===== src/rtl/i2c_pkg.sv =====
// Shared types for the I2C requester arbiter: FSM states, status codes, field widths.
package i2c_pkg;

  localparam int I2C_ADDR_W = 7;
  localparam int I2C_DATA_W = 8;

  typedef enum logic [1:0] {
    ERR_OK      = 2'd0,
    ERR_NACK    = 2'd1,
    ERR_TIMEOUT = 2'd2
  } err_e;

  typedef enum logic [2:0] {
    ST_IDLE,
    ST_ISSUE,
    ST_WAIT,
    ST_RESP,
    ST_RECOVER
  } state_e;

endpackage


===== src/rtl/rr_pick.sv =====
// Combinational round-robin selector: first asserted request at or above ptr, wrapping.
// Zero latency; no flow control of its own.
module rr_pick #(
  parameter int NREQ = 4,
  parameter int PW   = (NREQ > 1) ? $clog2(NREQ) : 1
) (
  input  logic [NREQ-1:0] req_i,
  input  logic [PW-1:0]   ptr_i,
  output logic [PW-1:0]   idx_o,
  output logic            valid_o
);

  logic [PW-1:0] cand;

  always_comb begin
    idx_o   = '0;
    valid_o = 1'b0;
    cand    = '0;
    for (int off = 0; off < NREQ; off++) begin
      cand = PW'((int'(ptr_i) + off) % NREQ);
      if (!valid_o && req_i[cand]) begin
        idx_o   = cand;
        valid_o = 1'b1;
      end
    end
  end

endmodule


===== src/rtl/i2c_req_arbiter.sv =====
// Round-robin share of one byte-level I2C master among NREQ requesters, with timeout/abort.
// gnt 1 cycle after req in IDLE; done 1 cycle after m_done; requesters hold req until gnt.
module i2c_req_arbiter
  import i2c_pkg::*;
#(
  parameter int          NREQ    = 4,
  parameter logic [15:0] TIMEOUT = 16'd50000
) (
  input  logic                       clk,
  input  logic                       reset,
  input  logic [NREQ-1:0]            req_i,
  input  logic [I2C_ADDR_W*NREQ-1:0] req_addr_i,
  input  logic [NREQ-1:0]            req_rw_i,
  input  logic [I2C_DATA_W*NREQ-1:0] req_wdata_i,
  output logic [NREQ-1:0]            gnt_o,
  output logic [NREQ-1:0]            done_o,
  output logic [I2C_DATA_W-1:0]      rdata_o,
  output logic [1:0]                 err_o,
  output logic                       busy_o,
  output logic                       m_start_o,
  output logic [I2C_ADDR_W-1:0]      m_addr_o,
  output logic                       m_rw_o,
  output logic [I2C_DATA_W-1:0]      m_wdata_o,
  output logic                       m_abort_o,
  input  logic                       m_ready_i,
  input  logic                       m_done_i,
  input  logic                       m_nack_i,
  input  logic [I2C_DATA_W-1:0]      m_rdata_i
);

  localparam int PW = (NREQ > 1) ? $clog2(NREQ) : 1;

  logic [I2C_ADDR_W-1:0] addr_a  [NREQ];
  logic [I2C_DATA_W-1:0] wdata_a [NREQ];

  for (genvar i = 0; i < NREQ; i++) begin : g_unpack
    assign addr_a[i]  = req_addr_i[i*I2C_ADDR_W +: I2C_ADDR_W];
    assign wdata_a[i] = req_wdata_i[i*I2C_DATA_W +: I2C_DATA_W];
  end

  state_e                state_q;
  logic [PW-1:0]         ptr_q, ptr_d, owner_q, pick_idx;
  logic                  pick_vld;
  logic [15:0]           cnt_q;
  logic [NREQ-1:0]       gnt_q, done_q;
  logic [I2C_DATA_W-1:0] rdata_q, m_wdata_q;
  logic [I2C_ADDR_W-1:0] m_addr_q;
  err_e                  err_q;
  logic                  busy_q, m_start_q, m_rw_q, m_abort_q;

  rr_pick #(.NREQ(NREQ), .PW(PW)) u_pick (
    .req_i   (req_i),
    .ptr_i   (ptr_q),
    .idx_o   (pick_idx),
    .valid_o (pick_vld)
  );

  // Last winner drops to lowest priority.
  assign ptr_d = (pick_idx == PW'(NREQ - 1)) ? '0 : pick_idx + PW'(1);

  always_ff @(posedge clk or posedge reset) begin
    if (reset) begin
      state_q   <= ST_IDLE;
      ptr_q     <= '0;
      owner_q   <= '0;
      cnt_q     <= '0;
      gnt_q     <= '0;
      done_q    <= '0;
      rdata_q   <= '0;
      err_q     <= ERR_OK;
      busy_q    <= 1'b0;
      m_start_q <= 1'b0;
      m_addr_q  <= '0;
      m_rw_q    <= 1'b0;
      m_wdata_q <= '0;
      m_abort_q <= 1'b0;
    end else begin
      gnt_q     <= '0;
      done_q    <= '0;
      m_start_q <= 1'b0;
      m_abort_q <= 1'b0;
      case (state_q)
        ST_IDLE: begin
          if (pick_vld) begin
            gnt_q[pick_idx] <= 1'b1;
            m_addr_q        <= addr_a[pick_idx];
            m_rw_q          <= req_rw_i[pick_idx];
            m_wdata_q       <= wdata_a[pick_idx];
            owner_q         <= pick_idx;
            ptr_q           <= ptr_d;
            busy_q          <= 1'b1;
            state_q         <= ST_ISSUE;
          end
        end
        ST_ISSUE: begin
          if (m_ready_i) begin
            m_start_q <= 1'b1;
            cnt_q     <= '0;
            state_q   <= ST_WAIT;
          end
        end
        ST_WAIT: begin
          cnt_q <= cnt_q + 16'd1;
          // done is registered on the way into RESP so it is visible while in RESP.
          if (m_done_i) begin
            done_q[owner_q] <= 1'b1;
            rdata_q         <= (m_rw_q && !m_nack_i) ? m_rdata_i : '0;
            err_q           <= m_nack_i ? ERR_NACK : ERR_OK;
            state_q         <= ST_RESP;
          end else if (cnt_q == TIMEOUT - 16'd1) begin
            m_abort_q <= 1'b1;
            state_q   <= ST_RECOVER;
          end
        end
        ST_RECOVER: begin
          if (m_ready_i) begin
            done_q[owner_q] <= 1'b1;
            rdata_q         <= '0;
            err_q           <= ERR_TIMEOUT;
            state_q         <= ST_RESP;
          end
        end
        ST_RESP: begin
          busy_q  <= 1'b0;
          state_q <= ST_IDLE;
        end
        default: state_q <= ST_IDLE;
      endcase
    end
  end

  assign gnt_o     = gnt_q;
  assign done_o    = done_q;
  assign rdata_o   = rdata_q;
  assign err_o     = err_q;
  assign busy_o    = busy_q;
  assign m_start_o = m_start_q;
  assign m_addr_o  = m_addr_q;
  assign m_rw_o    = m_rw_q;
  assign m_wdata_o = m_wdata_q;
  assign m_abort_o = m_abort_q;

endmodule


===== config.mk =====
export PLATFORM = sky130hd
export DESIGN_NAME = i2c_req_arbiter
export DESIGN_NICKNAME = d
export VERILOG_FILES = /design/src/rtl/i2c_pkg.sv /design/src/rtl/rr_pick.sv /design/src/rtl/i2c_req_arbiter.sv
export SDC_FILE = /design/constraint.sdc
export NUM_CORES = 1
export LEC_CHECK = 0
export CORE_MARGIN = 1.5
export CORE_UTILIZATION = 40
export DETAILED_ROUTE_END_ITERATION = 10
export PLACE_DENSITY_LB_ADDON = 0.05
export SKIP_CTS_REPAIR_TIMING = 1
export SYNTH_ARGS = -nofsm -noshare
export SYNTH_HDL_FRONTEND = slang
export SYNTH_SLANG_ARGS = --single-unit

===== constraint.sdc =====
create_clock -name clk -period 5.42 [get_ports clk]
set_clock_uncertainty 0.2 [all_clocks]
set_input_delay 0.542 -clock clk [delete_from_list [all_inputs] [get_ports clk]]
set_output_delay 0.542 -clock clk [all_outputs]
set_load 0.1 [all_outputs]

Word level (Yosys, flattened, before mapping):

Index checks and enable logic that the tools add are counted.

* add/subtract/negate cells: 5
* $lt $le $gt $ge: 9
* equal/unequal tests: 11
* multiplexer cells: 57
* bitwise logic cells: 1
* reductions and logical operators: 19

Operators with widths (number)
* $mux 8: 5
* $pmux 16 s2: 1
* $lt 2x3->1 const B: 6
* $mux 1: 18
* $add 16x1->16 const B: 1
* $bmux 8 s2: 1
* $eq 16x16->1 const B: 1
* $mux 16: 1
* $mux 4: 4
* $pmux 8 s2: 1
* $mux 3: 5
* $bmux 7 s2: 1
* $mux 2: 7
* $mux 7: 2
* $pmux 3 s4: 1
* $bmux 1 s2: 5
* $ne 2x2->1 const B: 4
* $pmux 4 s2: 1
* $eq 3x2->1 const B: 2
* $logic_and 1x1->1: 6
* $reduce_and 2->1: 3
* $reduce_bool 2->1: 3
* $add 2x1->2 const B: 2
* $add 2x2->2 const B: 2
* 14 further kinds: 19

* flip-flop bits (word level): 60
* input bits: 81
* word-level logic and storage cells: 116

Depth between registers and ports, before layout:

* depth after elaboration: 18
* gate-level depth with buffers: 9
* gate-level depth less buffers: 6

Hierarchy:

From an unflattened synthesis, not the netlist that was laid out.

* cell total of the unflattened synthesis: 263
* area total of the unflattened synthesis: 3074.2 um^2

Modules (own cells, without submodules)
* i2c_req_arbiter: times used 1, cells each 248, area an instance 2996.6 um^2, sequential area each 1501.4 um^2
* rr_pick: times used 1, cells each 15, area an instance 77.6 um^2, sequential area each 0.0 um^2

Worst setup path after synthesis:

Ideal clock, no wire load.

* path kind: input-to-reg
* start: input port req_i[3]
* end: register m_rw_q (netlist: m_rw_o)
* arrival: 1821 ps
* data required time: 5091 ps
* setup slack: 3270 ps
* stages on the path: 7
* cell sequence: clkbuf_2 > nor4_2 > or4_4 > buf_2 > buf_1 > a32oi_1 > nand3_1

* cells in the longest elaborated chain, start to end: 14

Ends and longest elaborated chain
* from (decl): line i2c_req_arbiter.sv:11 `input logic [NREQ-1:0] req_i,`
* $bmux 1 s2: line rr_pick.sv:21 `if (!valid_o && req_i[cand]) begin`
* $mux 1 (implied by the code): line rr_pick.sv:21
* $mux 1: line rr_pick.sv:21
* $logic_not 1->1: line rr_pick.sv:21
* $logic_and 1x1->1: line rr_pick.sv:21
* $mux 1: line rr_pick.sv:21
* $logic_not 1->1: line rr_pick.sv:21
* $logic_and 1x1->1: line rr_pick.sv:21
* $mux 1: line rr_pick.sv:21
* $logic_not 1->1: line rr_pick.sv:21
* $logic_and 1x1->1: line rr_pick.sv:21
* $mux 2: line rr_pick.sv:21
* $bmux 1 s2: line i2c_req_arbiter.sv:87 `m_rw_q <= req_rw_i[pick_idx];`
* $mux 1 (implied by the code): line i2c_req_arbiter.sv:87
* to (signal assigned): line i2c_req_arbiter.sv:87
* to (decl): line i2c_req_arbiter.sv:49 `logic busy_q, m_start_q, m_rw_q, m_abort_q;`

Parallel ways exist; a longest one is shown, timed or not. The select of a mux whose other input is x is not followed.
A chain may end at the register's enable or synchronous reset.

Final worst setup path:

* start: input port req_i[3]
* end: register m_addr_q[5] (netlist: m_addr_o[5])

* cells in the longest elaborated chain, start to end: 16

Ends and longest elaborated chain
* $bmux 1 s2: line rr_pick.sv:21
* $mux 1 (implied by the code): line rr_pick.sv:21
* $mux 1: line rr_pick.sv:21
* $logic_not 1->1: line rr_pick.sv:21
* $logic_and 1x1->1: line rr_pick.sv:21
* $mux 1: line rr_pick.sv:21
* $logic_not 1->1: line rr_pick.sv:21
* $logic_and 1x1->1: line rr_pick.sv:21
* $mux 1: line rr_pick.sv:21
* $logic_not 1->1: line rr_pick.sv:21
* $logic_and 1x1->1: line rr_pick.sv:21
* $mux 2: line rr_pick.sv:21
* $not 2->3 (implied by the code): line i2c_req_arbiter.sv:86 `m_addr_q <= addr_a[pick_idx];`
* $bmux 7 s2: line i2c_req_arbiter.sv:86
* $mux 7 (implied by the code) (2 in series): line i2c_req_arbiter.sv:86
* to (signal assigned): line i2c_req_arbiter.sv:86
* to (decl): line i2c_req_arbiter.sv:47 `logic [I2C_ADDR_W-1:0] m_addr_q;`

Parallel ways exist; a longest one is shown, timed or not. The select of a mux whose other input is x is not followed.

==> report_table.html <==
<table>
<tr><th>Metric</th><th>Value</th></tr>
<tr><th colspan="2">Synth</th></tr>
<tr><td>Register area share after synthesis</td><td>48.0%</td></tr>
<tr><td>Number of instances in the synthesized netlist</td><td>about 330</td></tr>
<tr><td>Mux contribution to synthesized area</td><td>1.60%</td></tr>
<tr><td>Register bit total from synthesis</td><td>60</td></tr>
<tr><td>Predominant post-synthesis flop cell</td><td>sky130_fd_sc_hd__dfrtp_1</td></tr>
<tr><td>Simple-Gate Fraction of Synth Area</td><td>a little over a fifth</td></tr>
<tr><td>Number of synthesized flops with an enable pin</td><td>0</td></tr>
<tr><td>Combinational family with the most area after synthesis</td><td>compound AO/OA/AOI/OAI gates</td></tr>
<tr><td>Top cell type's share of synthesized area</td><td>48.0%</td></tr>
<tr><td>Post-Synth Adder-Cell Area</td><td>less than 1%</td></tr>
<tr><td>Compound-cell area share of the yosys netlist</td><td>approximately a quarter</td></tr>
<tr><td>Mean post-synth cell area</td><td>9.62 µm²</td></tr>
<tr><td>Synthesized net count</td><td>408</td></tr>
<tr><td>Post-synthesis cell area</td><td>3130 µm²</td></tr>
<tr><td>Warning count from the yosys run</td><td>0</td></tr>
<tr><td>Asr flop ratio synth</td><td>100%</td></tr>
<tr><td>Distinct cell type count of the synthesized netlist</td><td>48</td></tr>
<tr><td>Xor and xnor fraction of the mapped netlist area</td><td>0.280%</td></tr>
<tr><td>Library cell occupying the most area in the post-synthesis netlist</td><td>sky130_fd_sc_hd__dfrtp_1</td></tr>
<tr><td>Top cells by area in the synthesized netlist</td><td>sky130_fd_sc_hd__dfrtp_1 (48%), sky130_fd_sc_hd__nand3_1 (8.2%), sky130_fd_sc_hd__o21ai_0 (5.1%)</td></tr>
<tr><th colspan="2">Timing</th></tr>
<tr><td>Transition time at the pin with the least slew margin</td><td>about 1 ns</td></tr>
<tr><td>Worst-case headroom to the max-slew limit</td><td>33.0%</td></tr>
<tr><td>Sum Neg Setup Slack</td><td>0 ns</td></tr>
<tr><td>Tmin final</td><td>approximately 2.9 ns</td></tr>
<tr><td>Number of hold violations in the final report</td><td>0</td></tr>
<tr><td>Slew Limit Fails</td><td>0</td></tr>
<tr><td>RSZ-0062 raised after global routing</td><td>no</td></tr>
<tr><td>Final worst-path cycle share</td><td>54.3%</td></tr>
<tr><td>Final Setup Violations</td><td>0</td></tr>
<tr><td>Top achievable clock speed</td><td>around 0.34 GHz</td></tr>
<tr><th colspan="2">Worst setup path</th></tr>
<tr><td>Longest individual stage delay on the worst path</td><td>0.73 ns</td></tr>
<tr><td>CP most frequent cell</td><td>sky130_fd_sc_hd__nand3_1</td></tr>
<tr><td>Required time at the worst-slack endpoint</td><td>approximately 5.5 ns</td></tr>
<tr><td>Critical path class</td><td>in2reg</td></tr>
<tr><td>Sort of element at the end of the critical path</td><td>register</td></tr>
<tr><td>Data arrival time of the critical path</td><td>3.00 ns</td></tr>
<tr><td>Chain of cells forming the critical path</td><td>clkdlybuf4s50_1 &gt; nor4_2 &gt; or4_4 &gt; nor3_4 &gt; nand3_1 &gt; nand3_1</td></tr>
<tr><td>CP startpoint kind</td><td>input pin</td></tr>
<tr><td>Largest fanout of any net on the critical path</td><td>38</td></tr>
<tr><td>Slowest cell on the critical path</td><td>sky130_fd_sc_hd__nor3_4</td></tr>
<tr><th colspan="2">Clocking</th></tr>
<tr><td>Number of H-tree levels</td><td>3</td></tr>
<tr><td>Clock tree sinks</td><td>60</td></tr>
<tr><td>TritonCTS buffer count</td><td>9</td></tr>
<tr><td>Buffer depth of the longest clock path</td><td>2</td></tr>
<tr><td>Latest clock arrival within the worst-skew pair</td><td>~0.33 ns</td></tr>
<tr><td>TritonCTS clock tree</td><td>built</td></tr>
<tr><td>Clock slew at reported path FFs</td><td>0.07 ns</td></tr>
<tr><td>Root buffer cell</td><td>sky130_fd_sc_hd__clkbuf_8</td></tr>
<tr><th colspan="2">Pwr</th></tr>
<tr><td>Share of power burned in registers</td><td>about a quarter</td></tr>
<tr><td>Internal power</td><td>between 1 and 1.5 mW</td></tr>
<tr><td>Worst vdd rail ir drop</td><td>0.445 mV</td></tr>
<tr><td>Switching part of the total power</td><td>54.2%</td></tr>
<tr><td>Power Density</td><td>around 600 nW/µm²</td></tr>
<tr><td>Static Leakage</td><td>1.84 nW</td></tr>
<tr><td>Relative contribution of combinational cells to total power</td><td>59.6%</td></tr>
<tr><td>Net switching power figure</td><td>approximately 1.5 mW</td></tr>
<tr><td>Overall power</td><td>roughly 2.7 mW</td></tr>
<tr><td>Clock network fraction of design power</td><td>roughly 15%</td></tr>
<tr><th colspan="2">Routing</th></tr>
<tr><td>DRC violation count after routing</td><td>0</td></tr>
<tr><td>Total detailed-routing wirelength</td><td>8760 µm</td></tr>
<tr><td>Number of violations reported at the end of detailed-routing iteration 0</td><td>152</td></tr>
<tr><td>Vias</td><td>3052</td></tr>
<tr><td>Final routed wire length divided by cell count</td><td>16.4 µm</td></tr>
<tr><td>Vias per cell</td><td>between 5 and 6</td></tr>
<tr><td>Antenna-violating nets left</td><td>0</td></tr>
<tr><td>TritonRoute pass-1 iters</td><td>4</td></tr>
<tr><th colspan="2">Worst hold path</th></tr>
<tr><td>Class of the most critical hold timing path</td><td>reg2reg</td></tr>
<tr><th colspan="2">Floorplanning</th></tr>
<tr><td>Boundary pin count</td><td>between 100 and 150</td></tr>
<tr><td>Initial Util</td><td>40.9%</td></tr>
<tr><td>Cell Rows</td><td>32</td></tr>
<tr><td>Die footprint</td><td>8360 µm²</td></tr>
<tr><td>Floorplan core area</td><td>7650 µm²</td></tr>
<tr><td>Die Width</td><td>91.4 µm</td></tr>
<tr><td>Overall die height</td><td>91.4 µm</td></tr>
<tr><th colspan="2">Run</th></tr>
<tr><td>Maximum capacitance violations</td><td>0</td></tr>
<tr><th colspan="2">Final layout</th></tr>
<tr><td>Fillers</td><td>692</td></tr>
<tr><td>Number of antenna diodes</td><td>0</td></tr>
<tr><td>Final cell count without fillers</td><td>about 540</td></tr>
<tr><td>Post-Route Utilization</td><td>58.9%</td></tr>
<tr><td>Post-layout nets</td><td>between 500 and 600</td></tr>
<tr><td>Layout-stage area growth over the synthesis result</td><td>44.0%</td></tr>
<tr><td>Fraction of layout instances using a drive strength above 1</td><td>6.24%</td></tr>
<tr><th colspan="2">Place</th></tr>
<tr><td>Routability-driven placement congestion ratio</td><td>0.840</td></tr>
<tr><td>Total placed cells including tap cells</td><td>520</td></tr>
<tr><td>I/O Buffers</td><td>117</td></tr>
<tr><td>Post-DP HPWL</td><td>5830 µm</td></tr>
<tr><th colspan="2">Run status</th></tr>
<tr><td>Outcome</td><td>completed</td></tr>
<tr><th colspan="2">Global routing</th></tr>
<tr><td>Wire length of the first global-routing pass</td><td>14100 µm</td></tr>
<tr><td>Total congestion overflow</td><td>0</td></tr>
<tr><td>Initial antenna violation count</td><td>0</td></tr>
<tr><td>Tot GR Track Use</td><td>21.4%</td></tr>
<tr><td>Via count of the first global-routing pass</td><td>2753</td></tr>
<tr><td>Largest net degree at the start of global routing</td><td>61</td></tr>
</table>
## synth_stat cells, types with 2 or more instances
cell and count:
sky130_fd_sc_hd__a22o_1 9, sky130_fd_sc_hd__nor4b_1 2, sky130_fd_sc_hd__clkbuf_1 11, sky130_fd_sc_hd__buf_4 3
sky130_fd_sc_hd__a21oi_1 4, sky130_fd_sc_hd__nand3_1 51, sky130_fd_sc_hd__ha_1 2, sky130_fd_sc_hd__and3_1 3
sky130_fd_sc_hd__a31oi_1 3, sky130_fd_sc_hd__o211ai_1 2, sky130_fd_sc_hd__a32oi_1 16, sky130_fd_sc_hd__inv_1 5
sky130_fd_sc_hd__nand2b_1 4, sky130_fd_sc_hd__a21o_1 4, sky130_fd_sc_hd__and2_1 3, sky130_fd_sc_hd__mux2i_1 5
sky130_fd_sc_hd__o31ai_1 4, sky130_fd_sc_hd__o21ai_0 32, sky130_fd_sc_hd__nand4_1 6, sky130_fd_sc_hd__nand3b_1 3
sky130_fd_sc_hd__buf_2 9, sky130_fd_sc_hd__nor4_1 2, sky130_fd_sc_hd__o21a_1 3, sky130_fd_sc_hd__a211o_1 16
sky130_fd_sc_hd__nand2_1 23, sky130_fd_sc_hd__dfrtp_1 60, sky130_fd_sc_hd__o22a_1 2, sky130_fd_sc_hd__nor2_1 12
sky130_fd_sc_hd__nor3_1 7
## worst max-delay path, delay by kind of cell
family        cells  cell delay, ns
buf+inv           1            0.66
simple gates      5            1.78
## area by class of cell
cell class / count / area, µm² / share of cell area, %
Tap cell: 102 / 128 / 2.83
Sequential cell: 60 / 1500 / 33.3
Timing Repair Buffer: 119 / 1190 / 26.3
Clock buffer: 10 / 138 / 3.06
Inverter: 5 / 18.8 / 0.417
Clock inverter: 5 / 52.6 / 1.17
Multi-Input combinational cell: 234 / 1480 / 32.8
## cells by family (layout without fill, tap and decap cells)
logic type | after synthesis | count (layout)
XOR/XNOR | 1 | 1
adder cells (fa/ha/maj) | 2 | 2
flip-flops | 60 | 60
AO/OA/AOI/OAI | 102 | 102
AND/OR/NAND/NOR | 124 | 124
buffers and inverters | 31 | 139
multiplexers | 5 | 5
## cells in the final DEF (no fill, tap or decap), drive strengths merged, types with 4 or more instances in the layout
cell / count
clkdlybuf4s50: 117
dfrtp: 60
nand3: 51
o21ai: 33
nand2: 23
a211o: 16
a32oi: 16
nor2: 12
clkbuf: 10
a22o: 9
nor3: 8
nand4: 6
mux2i: 5
inv: 5
a21oi: 5
a21o: 4
nand2b: 4
o31ai: 4
## power by group through the flow
stage	Sequential (mW)	Clock (mW)	Combinational (mW)
after floorplan	1.42	0	0.503
after global placement	0.695	0	1.59
after detailed placement	0.695	0	1.61
after CTS	0.691	0.402	1.61
after global routing	0.711	0.422	1.68
final	0.690	0.393	1.60
## state kept, by name (all words and copies together) (netlist names), 2 cells and up
| signal | count |
|---|---|
| cnt_q | 16 |
| done_o | 4 |
| err_o | 2 |
| gnt_o | 4 |
| m_addr_o | 7 |
| m_wdata_o | 8 |
| owner_q | 2 |
| ptr_q | 2 |
| rdata_o | 8 |
| state_q | 3 |
## worst paths after layout
kind / endpoint / start / depth (start not counted) / slack [ns]
max: m_addr_o[5] / req_i[3] / 6 / 2.48
min: done_o[1] / owner_q[1] / 1 / 0.29
max reg2reg: m_rw_o / ptr_q[1] / 5 / 2.78
min reg2reg: done_o[1] / owner_q[1] / 1 / 0.29
max in group asynchronous: cnt_q[12] / reset / 3 / 3.96
min in group asynchronous: rdata_o[6] / reset / 3 / 0.55
## through the flow
step                      setup WS (ns)  area (µm²)  hold slack [ns]
after floorplan                    3.19        3130            0.245
after global placement             2.24        4310            0.274
after detailed placement           2.17        4310            0.284
after CTS                          2.52        4500            0.288
after global routing               2.31        4500            0.311
final                              2.48        4500            0.288
## metal layers
layer  GRT usage [%]  up-vias  wire (µm)
met5               0        -          0
met4            8.46        0         99
met3            4.10        7        527
met2            30.9      124       4020
met1            31.5     1473       4120
li1                -     1448          -
Power figures use the tool's default switching activity.
